### src/rtl/dbus_bridge_pkg.sv
// Shared constants for the data-side bus bridge: MMIO register offsets,
// CTRL bit positions and timer mode encodings.
package dbus_bridge_pkg;

  localparam logic [1:0] OFF_CTRL   = 2'd0;
  localparam logic [1:0] OFF_PRESET = 2'd1;
  localparam logic [1:0] OFF_COUNT  = 2'd2;
  localparam logic [1:0] OFF_LEDS   = 2'd3;

  localparam int CTRL_EN   = 0;
  localparam int CTRL_MODE = 1;
  localparam int CTRL_IM   = 2;
  localparam int CTRL_PEND = 3;

  typedef enum logic {
    MODE_ONESHOT = 1'b0,
    MODE_RELOAD  = 1'b1
  } timer_mode_e;

endpackage

### src/rtl/dbus_bridge_timer_core.sv
// Programmable down-counting timer: CTRL/PRESET/COUNT registers, terminal
// event handling and level interrupt.
module timer_core
  import dbus_bridge_pkg::*;
#(
  parameter int CNT_W = 32
) (
  input  logic        clk,
  input  logic        rst,
  input  logic        ctrl_we_i,
  input  logic        preset_we_i,
  input  logic [31:0] wdata_i,
  output logic [31:0] ctrl_o,
  output logic [31:0] preset_o,
  output logic [31:0] count_o,
  output logic        irq_o
);

  logic             en_q, en_d;
  timer_mode_e      mode_q, mode_d;
  logic             im_q, im_d;
  logic             pend_q, pend_d;
  logic [CNT_W-1:0] preset_q, preset_d;
  logic [CNT_W-1:0] count_q, count_d;
  logic             terminal;

  assign terminal = en_q && (count_q == CNT_W'(1));

  // NOTE: every signal gets a default before any branch so no latch is inferred.
  always_comb begin
    en_d     = en_q;
    mode_d   = mode_q;
    im_d     = im_q;
    pend_d   = pend_q;
    preset_d = preset_q;
    count_d  = count_q;

    if (en_q && (count_q != '0)) begin
      if (terminal) begin
        if ((mode_q == MODE_RELOAD) && (preset_q != '0)) begin
          count_d = preset_q;
        end else begin
          count_d = '0;
          en_d    = 1'b0;
        end
      end else begin
        count_d = count_q - CNT_W'(1);
      end
    end

    // CPU write overrides timer updates, except a one-shot terminal still stops the timer.
    if (ctrl_we_i) begin
      en_d   = wdata_i[CTRL_EN] && !(terminal && (mode_q == MODE_ONESHOT));
      mode_d = timer_mode_e'(wdata_i[CTRL_MODE]);
      im_d   = wdata_i[CTRL_IM];
      if (wdata_i[CTRL_PEND]) pend_d = 1'b0;
    end
    if (terminal) pend_d = 1'b1;

    if (preset_we_i) begin
      preset_d = wdata_i[CNT_W-1:0];
      count_d  = wdata_i[CNT_W-1:0];
    end
  end

  // NOTE: sequential state uses non-blocking assignments only.
  always_ff @(posedge clk or posedge rst) begin
    if (rst) begin
      en_q     <= 1'b0;
      mode_q   <= MODE_ONESHOT;
      im_q     <= 1'b0;
      pend_q   <= 1'b0;
      preset_q <= '0;
      count_q  <= '0;
    end else begin
      en_q     <= en_d;
      mode_q   <= mode_d;
      im_q     <= im_d;
      pend_q   <= pend_d;
      preset_q <= preset_d;
      count_q  <= count_d;
    end
  end

  always_comb begin
    ctrl_o            = '0;
    ctrl_o[CTRL_EN]   = en_q;
    ctrl_o[CTRL_MODE] = mode_q;
    ctrl_o[CTRL_IM]   = im_q;
    ctrl_o[CTRL_PEND] = pend_q;
  end

  assign preset_o = 32'(preset_q);
  assign count_o  = 32'(count_q);
  assign irq_o    = pend_q & im_q;

endmodule

### src/rtl/dbus_bridge.sv
// Data-side bus bridge: decodes CPU data accesses to RAM or a 16-byte MMIO
// window (timer + LEDs) with a combinational read path.
module dbus_bridge
  import dbus_bridge_pkg::*;
#(
  parameter int          CNT_W     = 32,
  parameter logic [31:0] MMIO_BASE = 32'h0000_7F00
) (
  input  logic        clk,
  input  logic        rst,
  input  logic [31:0] addr,
  input  logic [31:0] wdata,
  input  logic        we,
  output logic [31:0] rdata,
  output logic [31:0] ram_addr,
  output logic [31:0] ram_wdata,
  output logic        ram_we,
  input  logic [31:0] ram_rdata,
  output logic [31:0] leds,
  output logic        irq
);

  logic        hit;
  logic [1:0]  off;
  logic        mmio_we;
  logic [31:0] leds_q, leds_d;
  logic [31:0] ctrl_rd, preset_rd, count_rd;
  logic        unused_byte_sel;

  assign hit     = (addr[31:4] == MMIO_BASE[31:4]);
  assign off     = addr[3:2];
  assign mmio_we = we && hit;
  // Word access only: the byte-select bits carry no meaning here.
  assign unused_byte_sel = &{1'b0, addr[1:0]};

  assign ram_addr  = addr;
  assign ram_wdata = wdata;
  assign ram_we    = we && !hit;

  timer_core #(
    .CNT_W(CNT_W)
  ) u_timer (
    .clk        (clk),
    .rst        (rst),
    .ctrl_we_i  (mmio_we && (off == OFF_CTRL)),
    .preset_we_i(mmio_we && (off == OFF_PRESET)),
    .wdata_i    (wdata),
    .ctrl_o     (ctrl_rd),
    .preset_o   (preset_rd),
    .count_o    (count_rd),
    .irq_o      (irq)
  );

  assign leds_d = (mmio_we && (off == OFF_LEDS)) ? wdata : leds_q;

  always_ff @(posedge clk or posedge rst) begin
    if (rst) leds_q <= '0;
    else     leds_q <= leds_d;
  end

  assign leds = leds_q;

  always_comb begin
    rdata = ram_rdata;
    if (hit) begin
      case (off)
        OFF_CTRL:   rdata = ctrl_rd;
        OFF_PRESET: rdata = preset_rd;
        OFF_COUNT:  rdata = count_rd;
        default:    rdata = leds_q;
      endcase
    end
  end

endmodule

### config.mk
export PLATFORM = sky130hd
export DESIGN_NAME = dbus_bridge
export DESIGN_NICKNAME = d
export VERILOG_FILES = /design/src/rtl/dbus_bridge_pkg.sv /design/src/rtl/dbus_bridge_timer_core.sv /design/src/rtl/dbus_bridge.sv
export SDC_FILE = /design/constraint.sdc
export NUM_CORES = 1
export LEC_CHECK = 0
export BUFFER_PORTS_ARGS = -buffer_cell sky130_fd_sc_hd__buf_2
export CORE_MARGIN = 2
export CORE_UTILIZATION = 46
export CTS_CLUSTER_SIZE = 12
export DETAILED_ROUTE_END_ITERATION = 6
export GPL_TIMING_DRIVEN = 0
export HOLD_SLACK_MARGIN = 0.12
export PLACE_DENSITY_LB_ADDON = 0.08
export SLEW_MARGIN = 25
export SYNTH_ARGS = -nofsm -noshare
export SYNTH_HDL_FRONTEND = slang
export SYNTH_SLANG_ARGS = --single-unit
### constraint.sdc
create_clock -name clk -period 2.8 [get_ports clk]
set_input_delay 0.14 -clock clk [delete_from_list [all_inputs] [get_ports clk]]
set_output_delay 0.14 -clock clk [all_outputs]
set_load 0.1 [all_outputs]
==> metrics.cfg, run 1 <==
[cells_and_area]
diodes = 0
final_cell_area_sq_mm = 0.00877
stdcell_count = 1208
syn2layout_area_growth_pct = 31.4
final_layout_size_suffix_gt1_share_pct = 40.9
num-nets-final = 1120

[critical_path]
worst-r2r-cell-count = 8
path_max_fanout = 10
critPathKind = flip-flop to flip-flop
cp_cell_sequence = inv_1 > ha_1 > nor4b_2 > nand4_1 > o31a_1 > clkbuf_1 > o21ai_0 > a22oi_1
critPathLaunchType = flip-flop
slowest_delay_ns = 0.51
arrival_ns = 2.92
crit_slowest_cell = clkbuf_1
crit_path_end_kind = flip-flop
cp.required_ns = 3.07

[clock_tree]
cts_sinks = 100
cts_buffer_depth = 2
clk_pin_slew_ns = 0.07
cts_htree_levels = 3
clockRootBuffer = clkbuf_16
cts_buffers = 9
worstSkewPairLatency_ns = 0.35
cts_tree = built

[place]
gp_congestion = 0.938
dpl.cell_count = 1155
port_buffers = 224
preCtsSetupSlack_ns = -0.426
place_area_sq_mm = 0.00808
hpwlAfterDp_mm = 16.8

[power]
power.density_mw_per_mm2 = 413
p_leak_nw = 4.46
peakVddDrop_v = 0.000332
p_total_mw = 3.62

[sta]
clock-skew-final_ns = 0.00594
final-hold-violation-count = 0
setup_tns_ns = 0
fin_crit_sh_pct = 94.8
setup_violations = 0
final.setup.worst_slack_ns = 0.145
period_needed_ns = 2.65
tightest_slew_ns = 0.820
grt_setup_unrepaired = no
relSlewSlack_pct = 45.3
finalMaxSlewViolations = 0
fmax_ghz = 0.377

[worst_hold_path]
hold_path_depth = 4
hold_class = primary input to flip-flop

[grt]
grt_pass1_vias = 6616
grt_pass1_wl_mm = 36.8
grt_max_degree = 65
grtUsageTotal_pct = 29.8
antenna_found_initial = 0
overflow = 0

[synthesis]
ys_seq_elements = 100
synth-seq-area-share_pct = 37.5
syn_nets = 847
async_flop_share_pct = 100
synthCells = 746
netlist_area_sq_mm = 0.00667
yosysWarningCount = 0
synth.avg_cell_area_sq_um = 8.94
synth_edf_count = 0
yosys.cell_types.count = 57
synth_flop_cell = dfrtp_1

[route]
via_per_inst = 5.64
dr.pass1.iters = 5
drc = 0
ant_nets = 0
drt-initial-drc-count = 626
via_count = 6809
routed_wirelength_mm = 23.3
wl_per_cell_um = 19.3

[floorplanning]
rows = 44
die_x_um = 124
die_area_sq_mm = 0.0155
ioPinCount = 229
start_util_pct = 46.4
core_area_sq_mm = 0.0144
die_h_um = 124

[run_status]
outcome = finished, final reports clean

[job]
cap_viol_max_count = 0

==> worst max-delay path, delay by kind of cell, from the launching register on <==
family,cells,cell delay (ns)
flip-flops,1,0.47
buffers and inverters,2,0.60
AO/OA/AOI/OAI,3,0.86
AND/OR/NAND/NOR,2,0.37
adder cells (fa/ha/maj),1,0.26
==> synth_stat cells, types with 4 or more instances <==
master	n	area share, %
a211oi_1	4	0.45
a21oi_1	26	2.0
a22oi_1	38	4.3
a31oi_1	5	0.47
and3_1	8	0.75
buf_2	8	0.60
buf_4	68	7.7
clkbuf_1	31	1.7
dfrtp_1	100	38
inv_1	7	0.39
mux2_2	65	11
mux4_2	4	1.4
nand2_1	143	8.0
nand3_1	12	0.90
nand4_1	7	0.66
nor2_1	15	0.84
nor3_1	15	1.1
nor4_1	24	2.3
o211ai_1	7	0.79
o21ai_0	64	4.8
o21ai_1	5	0.38
or3_1	7	0.66
or4_1	7	0.79
xnor2_1	7	0.92
xor2_1	14	1.8
==> cell type report <==
type | count | area [sq um]
Tap cell | 184 | 230
Multi-Input combinational cell | 527 | 3500
Clock buffer | 11 | 233
Timing Repair Buffer | 262 | 1510
Inverter | 7 | 31.3
Fill cell | 1292 | 5600
Buffer | 112 | 708
Sequential cell | 100 | 2500
Clock inverter | 5 | 52.6
==> path summary, 6_finish.rpt <==
kind	from	to	slack, ns
setup / recovery	u_timer.count_o[0]$_DFFE_PP0P_	u_timer.count_o[3]$_DFFE_PP0P_	0.15
hold / removal	we	u_timer.en_q$_DFFE_PP0P_	0.29
setup reg to reg	u_timer.count_o[0]$_DFFE_PP0P_	u_timer.count_o[3]$_DFFE_PP0P_	0.15
hold reg to reg	leds[4]$_DFFE_PP0P_	leds[4]$_DFFE_PP0P_	0.52
max in group asynchronous	rst	u_timer.preset_o[24]$_DFFE_PP0P_	1.83
min in group asynchronous	rst	leds[10]$_DFFE_PP0P_	0.32
==> repair_timing <==
action,in CTS,in global routing
gates resized for setup,2,12
hold endpoints to repair,128,0
pin swaps,0,1
hold buffers,33,0
setup endpoints to repair,27,50
buffers inserted,2,2
==> cell families after synthesis <==
group,Yosys count,share of synthesized area (%)
simple gates,263,19.9
compound gates,172,16.2
buf+inv,119,10.9
flops,100,37.5
mux,69,12.3
xor+xnor,21,2.76
fa+ha+maj,2,0.375
==> registers in the layout, summed over array words and instances (netlist names) <==
name              flops
u_timer.mode_q        1
u_timer.en_q          1
u_timer.pend_q        1
leds                 32
u_timer.im_q          1
u_timer.count_o      32
u_timer.preset_o     32
==> per-stage QoR <==
step           hold WS [ns]  utilization [%]
4_1_cts               0.283             60.6
6_report              0.292             61.0
3_3_place_gp          0.389             55.9
5_1_grt               0.332             61.0
3_5_place_dp          0.156             56.2
2_1_floorplan         0.245                -
==> placed cells by master, fill, tap and decap left out, types with 5 or more instances in the layout <==
cell / Yosys / layout
buf_2: 8 / 232
nand2_1: 143 / 143
dfrtp_1: 100 / 100
buf_4: 68 / 72
mux2_2: 65 / 65
a22oi_1: 38 / 38
o21ai_0: 64 / 36
dlygate4sd3_1: 0 / 33
clkbuf_1: 31 / 29
o21ai_1: 5 / 29
a21oi_1: 26 / 26
nor4_1: 24 / 23
nor2_1: 15 / 15
xor2_1: 14 / 14
nor3_1: 15 / 12
nand3_1: 12 / 12
clkbuf_16: 0 / 9
and3_1: 8 / 8
nand4_1: 7 / 7
or4_1: 7 / 7
or3_1: 7 / 7
xnor2_1: 7 / 7
o211ai_1: 7 / 7
inv_1: 7 / 6
nor3_2: 2 / 5
a31oi_1: 5 / 5
==> per-layer routing <==
metal / vias up / GRT usage (%) / wire length (um)
li1: 3196 / - / -
met1: 3256 / 41.2 / 10100
met2: 326 / 49.3 / 11000
met3: 31 / 3.82 / 1780
met4: 0 / 8.26 / 431
met5: - / 0 / 0
==> report_power, final <==
part	switching (mW)	internal (mW)
clock network	0.558	0.690
registers	0.000000459	1.44
logic	0.712	0.216
No activity file was read; power rests on OpenSTA's default activity.
==> inputs of run 2 (changes only) <==
--- a/config.mk
+++ b/config.mk
@@ -6,7 +6,6 @@
 export NUM_CORES = 1
 export LEC_CHECK = 0
 export BUFFER_PORTS_ARGS = -buffer_cell sky130_fd_sc_hd__buf_2
-export CORE_MARGIN = 2
 export CORE_UTILIZATION = 46
 export CTS_CLUSTER_SIZE = 12
 export DETAILED_ROUTE_END_ITERATION = 6
==> run 2 against run 1 <==
Clock power shrank 3%. Count of clock-buffer cells in the layout grew 2. Sequential power is essentially flat. Die area shrank 3.2%. Final area shrank 0.14%. Flip-flop and latch count is the same. Power shrank 1.0%. Largest cell class unchanged.
==> metrics.cfg, run 2 (synthesis results as in run 1) <==
[power]
pwr-share-comb_pct = 25.9
cellInternalPower_mw = 2.33
clkPwrFrac_pct = 33.8
power.switching_mw = 1.26
power.density_mw_per_mm2 = 409
switching_share_pct = 35.0
pwr-share-seq_pct = 40.3
p_leak_nw = 4.46
peakVddDrop_v = 0.000249

[route]
routed_wirelength_mm = 23.4
wl_per_cell_um = 19.5
dr.pass1.iters = 5
via_count = 6912
ant_nets = 0
via_per_inst = 5.75
drc = 0
drt-initial-drc-count = 693

[floorplanning]
die_h_um = 122
ioPinCount = 229
die_x_um = 122
core_area_sq_mm = 0.0140
rows = 43
die_area_sq_mm = 0.0150
start_util_pct = 47.7

[cells_and_area]
diodes = 0
layout_commonest_cell = buf_2
fillCellCount = 1280
final_layout_size_suffix_gt1_share_pct = 41.0
syn2layout_area_growth_pct = 31.2
num-nets-final = 1121
final_util_pct = 62.6
stdcell_count = 1203
final_cell_area_sq_mm = 0.00876
layout_common_cells = buf_2 (231), nand2_1 (143), dfrtp_1 (100)

[grt]
grt_max_degree = 53
overflow = 0
grt_pass1_vias = 6470
antenna_found_initial = 0
grt_pass1_wl_mm = 36.4
grtUsageTotal_pct = 32.3

[sta]
tightest_slew_ns = 0.838
fmax_ghz = 0.372
clock-skew-final_ns = 0.00609
timing.hold.ws_ns = 0.295
finalMaxSlewViolations = 0
period_needed_ns = 2.68
final-hold-violation-count = 0
grt_setup_unrepaired = no
final.setup.worst_slack_ns = 0.115
setup_violations = 0
relSlewSlack_pct = 44.1
fin_crit_sh_pct = 95.9

[clock_tree]
cts_sinks = 100
cts_htree_levels = 3
clockRootBuffer = clkbuf_16
clk_pin_slew_ns = 0.07
worstSkewPairLatency_ns = 0.35
cts_buffer_depth = 2
cts_tree = built
cts_buffers = 9

[worst_hold_path]
hp-start = we
hold_class = primary input to flip-flop
hold_path_depth = 5

[critical_path]
reg2reg_slack_ns = 0.16
r2r_start = u_timer.count_o[14]$_DFFE_PP0P_
crit_path_frequent_cell = buf_2
crit_path_end_kind = output pin
cp.required_ns = 2.66
path_max_fanout = 10
slowest_delay_ns = 0.42
crit_slowest_cell = buf_2
worst-r2r-cell-count = 7
startpoint = addr[31]
crit_end = rdata[0]
critPathLaunchType = primary input
r2r-end = u_timer.count_o[7]$_DFFE_PP0P_
critPathKind = primary input to output pin
cp_cell_sequence = buf_2 > nor4_1 > nand4_1 > or3_1 > buf_2 > clkbuf_1 > mux2_2 > buf_2
arrival_ns = 2.54

[place]
hpwlAfterDp_mm = 17.1
preCtsSetupSlack_ns = -0.430
place_area_sq_mm = 0.00807
gp_congestion = 0.952
dpl.cell_count = 1151
port_buffers = 224

[job]
cap_viol_max_count = 0

[run_status]
outcome = finished, final reports clean

[run 2: routing by layer]
| metal | GRT usage [%] | share of wire, % | up-vias |
|---|---|---|---|
| met5 | 0 | 0 | - |
| met4 | 13.3 | 3.1 | 0 |
| met3 | 4.93 | 7.8 | 50 |
| met2 | 51.7 | 47 | 368 |
| met1 | 43.7 | 42 | 3293 |
| li1 | - | - | 3201 |
[run 2: final cells by class]
class	count	area, sq um	share of cell area [%]
clock inverters	1	7.51	0.0857
repair buffers	263	1520	17.3
inverters	7	31.3	0.357
multi-input cells	527	3490	39.9
clock buffers	13	270	3.09
plain buffers	112	707	8.07
well taps	180	225	2.57
flip-flops and latches	100	2500	28.6
[run 2: worst min-delay path by stage]
stage               slack (ns)                          endpoint
global placement          0.39  u_timer.preset_o[29]$_DFFE_PP0P_
global route              0.30  u_timer.preset_o[18]$_DFFE_PP0P_
finish                    0.29  u_timer.preset_o[18]$_DFFE_PP0P_
floorplan                 0.25  u_timer.preset_o[29]$_DFFE_PP0P_
detailed placement        0.21              leds[10]$_DFFE_PP0P_
CTS                       0.28  u_timer.preset_o[18]$_DFFE_PP0P_
[run 2: worst max-delay path, delay by kind of cell]
family | cells | cell delay [ns]
buffers and inverters | 4 | 1.10
muxes | 1 | 0.34
and+or+nand+nor | 3 | 0.95
[run 2: what timing repair did]
item	in CTS	in global routing
setup endpoints to repair	40	32
hold endpoints to repair	141	0
resized for setup	3	11
pin swaps	0	1
hold buffers	33	0
cloned	0	0
buffers inserted	2	3
[run 2: through the flow]
step	total power, mW	TNS, ns
6_report	3.58	0
5_1_grt	3.68	0
4_1_cts	3.60	0
3_5_place_dp	2.36	-5.58
3_3_place_gp	2.36	-133.63
2_1_floorplan	2.18	-2.05
[run 2: power groups by stage]
stage               clock network, mW  logic, mW  registers (mW)
floorplan                           0      0.704            1.47
global placement                    0      0.885            1.47
detailed placement                  0      0.893            1.47
CTS                              1.22      0.931            1.44
global route                     1.27      0.967            1.44
finish                           1.21      0.928            1.44
